`config.mk`:
```
export PLATFORM = sky130hd
export DESIGN_NAME = bcd_sub_serial
export DESIGN_NICKNAME = d
export VERILOG_FILES = /design/src/rtl/bcd_pkg.sv /design/src/rtl/bcd_digit_sub.sv /design/src/rtl/bcd_sub_serial.sv
export SDC_FILE = /design/constraint.sdc
export NUM_CORES = 1
export LEC_CHECK = 0
export ABC_AREA = 1
export ABC_CLOCK_PERIOD_IN_PS = 7400
export BUFFER_PORTS_ARGS = -buffer_cell sky130_fd_sc_hd__buf_2
export CORE_UTILIZATION = 50
export DETAILED_ROUTE_END_ITERATION = 7
export GPL_TIMING_DRIVEN = 0
export PLACE_DENSITY = 0.72
export SLEW_MARGIN = 0
export SYNTH_ARGS = -nofsm -noshare
export SYNTH_HDL_FRONTEND = slang
export SYNTH_HIERARCHICAL = 1
export SYNTH_SLANG_ARGS = --single-unit
```
`constraint.sdc`:
```
create_clock -name clk -period 7.4 [get_ports clk]
set_clock_uncertainty 0.15 [all_clocks]
set_input_delay 1.48 -clock clk [delete_from_list [all_inputs] [get_ports clk]]
set_output_delay 1.48 -clock clk [all_outputs]
set_load 0.02 [all_outputs]
```
`src/rtl/bcd_pkg.sv`:
```
// bcd_pkg: shared constants and FSM state encoding for the digit-serial BCD subtractor.
// Revision 1.0
`timescale 1ns/1ps
`default_nettype none

package bcd_pkg;

  localparam int unsigned DIGIT_W = 4;
  localparam logic [DIGIT_W-1:0] BCD_MAX = 4'd9;

  typedef enum logic [1:0] {
    IDLE = 2'd0,
    SUB  = 2'd1,
    NEG  = 2'd2,
    DONE = 2'd3
  } state_t;

endpackage

`default_nettype wire

```
`src/rtl/bcd_digit_sub.sv`:
```
// bcd_digit_sub: combinational one-digit BCD subtract with borrow in/out.
// Revision 1.0
`timescale 1ns/1ps
`default_nettype none

module bcd_digit_sub
  import bcd_pkg::*;
(
  input  logic [DIGIT_W-1:0] x,
  input  logic [DIGIT_W-1:0] y,
  input  logic               bin,
  output logic [DIGIT_W-1:0] d,
  output logic               bout
);

  // 5-bit two's complement holds -10..9; bit 4 is the sign
  logic [DIGIT_W:0] t;

  always_comb begin
    t    = {1'b0, x} - {1'b0, y} - {{DIGIT_W{1'b0}}, bin};
    bout = t[DIGIT_W];
    d    = t[DIGIT_W] ? (t[DIGIT_W-1:0] + 4'd10) : t[DIGIT_W-1:0];
  end

endmodule

`default_nettype wire

```
`src/rtl/bcd_sub_serial.sv`:
```
// bcd_sub_serial: digit-serial |a - b| in BCD, LSD first, with sign and invalid-digit flags.
// Revision 1.0
`timescale 1ns/1ps
`default_nettype none

module bcd_sub_serial
  import bcd_pkg::*;
#(
  parameter int DIGITS = 4
) (
  input  logic                  clk,
  input  logic                  rst,
  input  logic                  start,
  input  logic [4*DIGITS-1:0]   a,
  input  logic [4*DIGITS-1:0]   b,
  output logic                  busy,
  output logic                  done,
  output logic [4*DIGITS-1:0]   diff,
  output logic                  neg,
  output logic                  err
);

  localparam int IDX_W = (DIGITS > 1) ? $clog2(DIGITS) : 1;
  localparam logic [IDX_W-1:0] LAST = IDX_W'(DIGITS - 1);

  state_t state, state_nx;

  logic [DIGITS-1:0][DIGIT_W-1:0] a_q, b_q, diff_q;
  logic [IDX_W-1:0]               idx;
  logic                           borrow;
  logic                           invalid;
  logic                           is_last;
  logic [DIGIT_W-1:0]             x, y, d;
  logic                           bout;

  // Operands are stable after load, so the range check can run on the latched copy
  always_comb begin
    invalid = 1'b0;
    for (int i = 0; i < DIGITS; i++) begin
      if (a_q[i] > BCD_MAX || b_q[i] > BCD_MAX) invalid = 1'b1;
    end
  end

  assign is_last = (idx == LAST);

  // One digit slice serves both the subtract pass and the ten's-complement pass
  always_comb begin
    x = a_q[idx];
    y = b_q[idx];
    if (state == NEG) begin
      x = '0;
      y = diff_q[idx];
    end
  end

  bcd_digit_sub u_digit (
    .x    (x),
    .y    (y),
    .bin  (borrow),
    .d    (d),
    .bout (bout)
  );

  always_ff @(posedge clk or posedge rst) begin
    if (rst) state <= IDLE;
    else     state <= state_nx;
  end

  always_comb begin
    state_nx = state;
    case (state)
      IDLE: if (start) state_nx = SUB;
      SUB: begin
        if (invalid)      state_nx = DONE;
        else if (is_last) state_nx = bout ? NEG : DONE;
      end
      NEG:  if (is_last) state_nx = DONE;
      DONE: state_nx = IDLE;
      default: state_nx = IDLE;
    endcase
  end

  always_ff @(posedge clk or posedge rst) begin
    if (rst) begin
      a_q    <= '0;
      b_q    <= '0;
      diff_q <= '0;
      idx    <= '0;
      borrow <= 1'b0;
      neg    <= 1'b0;
      err    <= 1'b0;
    end else begin
      case (state)
        IDLE: begin
          if (start) begin
            a_q    <= a;
            b_q    <= b;
            diff_q <= '0;
            idx    <= '0;
            borrow <= 1'b0;
            neg    <= 1'b0;
            err    <= 1'b0;
          end
        end
        SUB, NEG: begin
          if (state == SUB && invalid) begin
            err <= 1'b1;
          end else begin
            diff_q[idx] <= d;
            if (is_last) begin
              borrow <= 1'b0;
              idx    <= '0;
              if (state == NEG) neg <= 1'b1;
            end else begin
              borrow <= bout;
              idx    <= idx + 1'b1;
            end
          end
        end
        default: ;
      endcase
    end
  end

  assign busy = (state != IDLE);
  assign done = (state == DONE);
  assign diff = diff_q;

endmodule

`default_nettype wire

```
Word-level counts from Yosys, hierarchy flattened
Cells that the tools add are included.
{ "op_classes": {"n_addsub": 4, "order_cmp": 10, "eq_ne": 11, "mux": 39, "n_reduce_logical": 15} }
{ "ops": {"columns": ["op", "count"], "rows": [
  ["$gt A4 B4 Y1 const B", 8],
  ["$mux W16", 2],
  ["$pmux W16 S2", 1],
  ["$mux W4", 7],
  ["$bmux W4 S2", 3],
  ["$bwmux W16", 1],
  ["$mux W2", 7],
  ["$mux W1", 12],
  ["$ne A2 B2 Y1 const B", 6],
  ["$reduce_and A3 Y1", 3],
  ["$demux W4 S2", 1],
  ["$pmux W2 S4", 1],
  ["$eq A2 B2 Y1 const B", 3],
  ["$pmux W1 S2", 3],
  ["$reduce_and A5 Y1", 1],
  ["$sub A4 B4 Y5", 1],
  ["$sub A5 B1 Y5", 1],
  ["$add A4 B4 Y4 const B", 1],
  ["$logic_or A1 B1 Y1", 4],
  ["$pmux W2 S2", 1],
  ["$reduce_bool A2 Y1", 2],
  ["$lt A2 B3 Y1 const B", 1],
  ["$ne A3 B3 Y1 const B", 1],
  ["$add A2 B1 Y2 const B", 1],
  ["other kinds (6)", 7]
]} }
{ "totals": {"reg_bits": 55, "out_inout_bits": 20, "word_cells": 96} }

Longest topological paths before layout
{ "logic_depth": {"depth_word": 10, "ltp_mapped": 21, "ltp_nobuf": 20} }

Modules after synthesis
The synthesis kept the hierarchy.
{ "by_module_without_submodules": {"columns": ["module", "n_inst", "cells_each", "area_each_um2", "seq_area_each_um2"], "rows": [
  ["bcd_sub_serial", 1, 332, 2924.1, 1376.3],
  ["bcd_digit_sub", 1, 54, 357.8, 0.0]
]} }

Worst setup path before layout
Ideal clock, no wire load.
{ "synth_path": {"path_kind": "flip-flop to flip-flop", "startpoint": "reg state[0]", "endpoint": "reg diff_q (netlist bit diff[11])", "arrival_ps": 2791, "required_ps": 7133, "slack_ps": 4342, "path_stages_with_launch": 18, "n_path_buf": 1, "period_less_slack_ps": 3058, "path_cell_list": "dfrtp_1 -> inv_1 -> ha_1 -> clkbuf_1 -> nor2_1 -> a31oi_1 -> inv_1 -> fa_1 -> fa_1 -> nand2_1 -> nand2_1 -> ha_1 -> inv_1 -> nand3_1 -> nand2_1 -> nand2_1 -> nand4_1 -> nand2_1"} }
{ "synth_between": {"elab_chain_len": 9} }
{ "synth_lines": {"columns": ["item", "line", "source"], "rows": [
  ["start: declaration", "bcd_sub_serial.sv:26", "state_t state, state_nx;"],
  ["start signal: assignment", "bcd_sub_serial.sv:66", "else state <= state_nx;"],
  ["$eq A2 B2 Y1 (*)", "bcd_sub_serial.sv:50", "if (state == NEG) begin"],
  ["$mux W4 (*)", "bcd_sub_serial.sv:50", null],
  ["named net y[0]", "bcd_sub_serial.sv:33", "logic [DIGIT_W-1:0] x, y, d;"],
  ["$sub A4 B4 Y5 (*)", "bcd_digit_sub.sv:20", "t = {1'b0, x} - {1'b0, y} - {{DIGIT_W{1'b0}}, bin};"],
  ["$sub A5 B1 Y5 (*)", "bcd_digit_sub.sv:20", null],
  ["$add A4 B4 Y4", "bcd_digit_sub.sv:22", "d = t[DIGIT_W] ? (t[DIGIT_W-1:0] + 4'd10) : t[DIGIT_W-1:0];"],
  ["$mux W4 (*)", "bcd_digit_sub.sv:22", null],
  ["named net d[3]", "bcd_sub_serial.sv:33", null],
  ["$bwmux W16 (*)", "bcd_sub_serial.sv:109", "diff_q[idx] <= d;"],
  ["$mux W16 (*)", "bcd_sub_serial.sv:106", "if (state == SUB && invalid) begin"],
  ["$pmux W16 S2 (*)", "bcd_sub_serial.sv:93", "case (state)"],
  ["end signal: assignment", "bcd_sub_serial.sv:87", "diff_q <= '0;"],
  ["end signal: assignment", "bcd_sub_serial.sv:98", "diff_q <= '0;"],
  ["end signal: indexed assignment", "bcd_sub_serial.sv:109", null],
  ["end: declaration", "bcd_sub_serial.sv:28", "logic [DIGITS-1:0][DIGIT_W-1:0] a_q, b_q, diff_q;"]
]} }
Mark *: on every way through the listed nets, which the timed path passes. The rest lies on a longest branch. The select of a mux whose other input is x is not followed.
A chain may end at the register's enable or synchronous reset.

Worst setup path in the final report
Same ends and word-level chain as after synthesis.

==> metrics.md <==
| Metric | Value |
|---|---|
| Outcome | complete, no violations |
| Iter 0 DRT Violations | 131 |
| Final setup vio count | 0 |
| Detail Route Antenna Nets | 0 |
| Vias/cell | 5.36 |
| Hold_buf cts | 0 |
| Nets | 500 |
| DR WL/cell | 14.1 um |
| Worst EP required | 7.46 ns |
| Final Max Slew Viols | 0 |
| Final wirelength | 7420 um |
| Final worst-path cycle share | 49.2% |
| Maximum net fanout on the critical path | 10 |
| Finished Cell Area | 3760 sq um |
| Fill count | 578 |
| Final TNS setup | 0 ns |
| Core area | 6350 sq um |
| Seq/Total Area, Yosys | 41.9% |
| Syn_nets | 438 |
| Initial Util | 51.7% |
| GPL Wtd Cong | 0.873 |
| Fin. Hold Viols | 0 |
| CTS tree | done |
| Cells after synthesis | 386 |
| Overflow left after global routing | 0 |
| Post-Syn Area | 3280 sq um |
| Global Route Usage Sum | 23.0% |
| WS Path Type | reg -> reg |
| Yosys reg bits | 55 |
| Full die area | 6890 sq um |
| H-tree Lvls | 2 |
| Pin count of the biggest net entering global routing | 31 |
| Clk pin slew, worst setup/hold paths | 0.10 ns |
| First-pass GRT wire length | 12800 um |
| Clk Latency, worst-skew pair | 0.31 ns |
| CTS Sinks | 55 |
| Max-cap violations | 0 |
| Die Ht | 83.0 um |
| Post_cts resized | 0 |
| Avg Synthesized Cell Area | 8.50 sq um |
| Synth Warn # | 6 |
| CTS buffer count | 5 |
| Layout cell share with drive strength beyond 1 | 27.0% |
| Max-slew headroom | 62.2% |
| Setup WS pre-CTS | 3.86 ns |
| Netlist cell types | 30 |
| Die span in x | 83.0 um |
| Antenna cells | 0 |
| Unrepaired setup endpoints after global routing | no |
| Clk buf depth | 2 |
| Remaining DRCs | 0 |
| Crit start category | flop |
| Vias in the first global route | 2772 |
| First-pass DRT Iterations | 4 |
| Hold WC Path Type | reg -> reg |
| DPL Wire Length | 5800 um |
| Dpl cell area | 3670 sq um |
| Root Buffer | clkbuf_8 |
| Element type at the critical path end | flop |
| Final worst slack | 3.76 ns |
| Tightest Pin Transition | 0.567 ns |
| Fmax | 0.274 GHz |
| FP Rows | 29 |
| Area growth syn-to-layout | 14.6% |
| # Post-CTS Setup Buffers | 0 |
| Vias | 2813 |
| IO buf count | 54 |
| Crit path time final | 3.64 ns |
| Boundary pin count | 55 |
| Initial antenna violation count | 0 |
| Critical path arrival | 3.70 ns |
==> final timing paths <==
kind	cells past startpoint	slack [ns]	endpoint	start
max in group asynchronous	3	5.49	a_q[7]	rst
min in group asynchronous	2	1.06	diff[13]	rst
setup / recovery	17	3.76	diff[11]	state[0]
hold / removal	2	0.33	neg	neg
hold reg to reg	2	0.33	neg	neg
setup reg to reg	17	3.76	diff[11]	state[0]
==> synth_stat cells <==
| master | instances | area share [%] |
|---|---|---|
| nand2_1 | 75 | 8.6 |
| dfrtp_1 | 55 | 42 |
| nor2_1 | 43 | 4.9 |
| inv_1 | 38 | 4.3 |
| o21ai_0 | 29 | 4.4 |
| mux2_2 | 25 | 8.6 |
| nand4_1 | 18 | 3.4 |
| a21oi_1 | 15 | 2.3 |
| ha_1 | 15 | 5.7 |
| nand3_1 | 14 | 2.1 |
| buf_2 | 11 | 1.7 |
| o21ai_1 | 11 | 1.7 |
| a31oi_1 | 4 | 0.76 |
| nand2_4 | 4 | 1.4 |
| clkbuf_1 | 3 | 0.34 |
| nand3_4 | 3 | 1.6 |
| nor2_2 | 3 | 0.57 |
| o211ai_1 | 3 | 0.69 |
| or2_2 | 3 | 0.57 |
| fa_1 | 2 | 1.2 |
| nand2_2 | 2 | 0.38 |
| nand3_2 | 2 | 0.61 |
| a21boi_0 | 1 | 0.23 |
| a21oi_2 | 1 | 0.27 |
| buf_12 | 1 | 0.61 |
| buf_4 | 1 | 0.23 |
| buf_6 | 1 | 0.34 |
| clkinv_1 | 1 | 0.11 |
| inv_2 | 1 | 0.11 |
| xor2_1 | 1 | 0.27 |
==> cells in the final DEF, fill, tap and decap left out <==
cell	instances
a21boi_0	1
a21oi_1	15
a21oi_2	1
a31oi_1	4
buf_12	2
buf_2	65
buf_4	1
buf_6	1
clkbuf_1	3
clkbuf_8	6
clkinv_1	1
dfrtp_1	55
fa_1	2
ha_1	15
inv_1	37
inv_2	2
inv_6	1
mux2_2	25
nand2_1	75
nand2_2	2
nand2_4	4
nand3_1	14
nand3_2	2
nand3_4	3
nand4_1	18
nor2_1	43
nor2_2	3
o211ai_1	3
o21ai_0	29
o21ai_1	11
or2_2	3
xor2_1	1
==> per-stage QoR <==
stage | hold slack [ns] | util [%] | cells
after global placement | 0.308 | 57.5 | 517
after floorplan | 0.309 | - | 386
after global routing | 0.372 | 59.2 | 525
after detailed placement | 0.320 | 57.8 | 518
after CTS | 0.344 | 59.2 | 525
final | 0.335 | 59.2 | 525
==> layout make-up <==
| type | instances | area (sq um) | area share [%] |
|---|---|---|---|
| Buffer | 17 | 105 | 2.80 |
| Clock buffer | 6 | 82.6 | 2.20 |
| Clock inverter | 1 | 8.76 | 0.233 |
| Inverter | 40 | 150 | 3.99 |
| Multi-Input combinational cell | 274 | 1650 | 43.9 |
| Sequential cell | 55 | 1380 | 36.6 |
| Tap cell | 77 | 96.3 | 2.56 |
| Timing Repair Buffer | 55 | 290 | 7.72 |
==> sequential cells by signal (all words and copies together) (netlist names) <==
register  cells
borrow        1
neg           1
idx           2
state         2
a_q          16
err           1
b_q          16
diff         16
==> kinds of logic after synthesis <==
logic type	after synthesis	share of synthesized area, %
flip-flops	55	41.9
buffers and inverters	57	7.78
AND/OR/NAND/NOR	167	24.2
AO/OA/AOI/OAI	64	10.3
adder cells (fa/ha/maj)	17	6.94
multiplexers	25	8.58
XOR/XNOR	1	0.267
==> layer usage <==
metal  vias to the layer above  wire [um]  track usage, %
li1                       1392          -               -
met1                      1315       3280            29.4
met2                        85       3590            38.5
met3                        21        342            3.58
met4                         0        212            10.2
met5                         -          0               0
==> worst max-delay path, cell delays in order, from the launching register on <==
cell and delay [ns]:
dfrtp_1 0.43, inv_1 0.10, ha_1 0.28, clkbuf_1 0.41, nor2_1 0.11, a31oi_1 0.17, inv_1 0.10, fa_1 0.47
fa_1 0.41, nand2_1 0.09, nand2_1 0.08, ha_1 0.20, inv_1 0.09, nand3_1 0.08, nand2_1 0.06, nand2_1 0.12
nand4_1 0.13, nand2_1 0.06
Power is not shown: default switching activity piles up to over one toggle a cycle in this logic, so the estimate is an artifact.
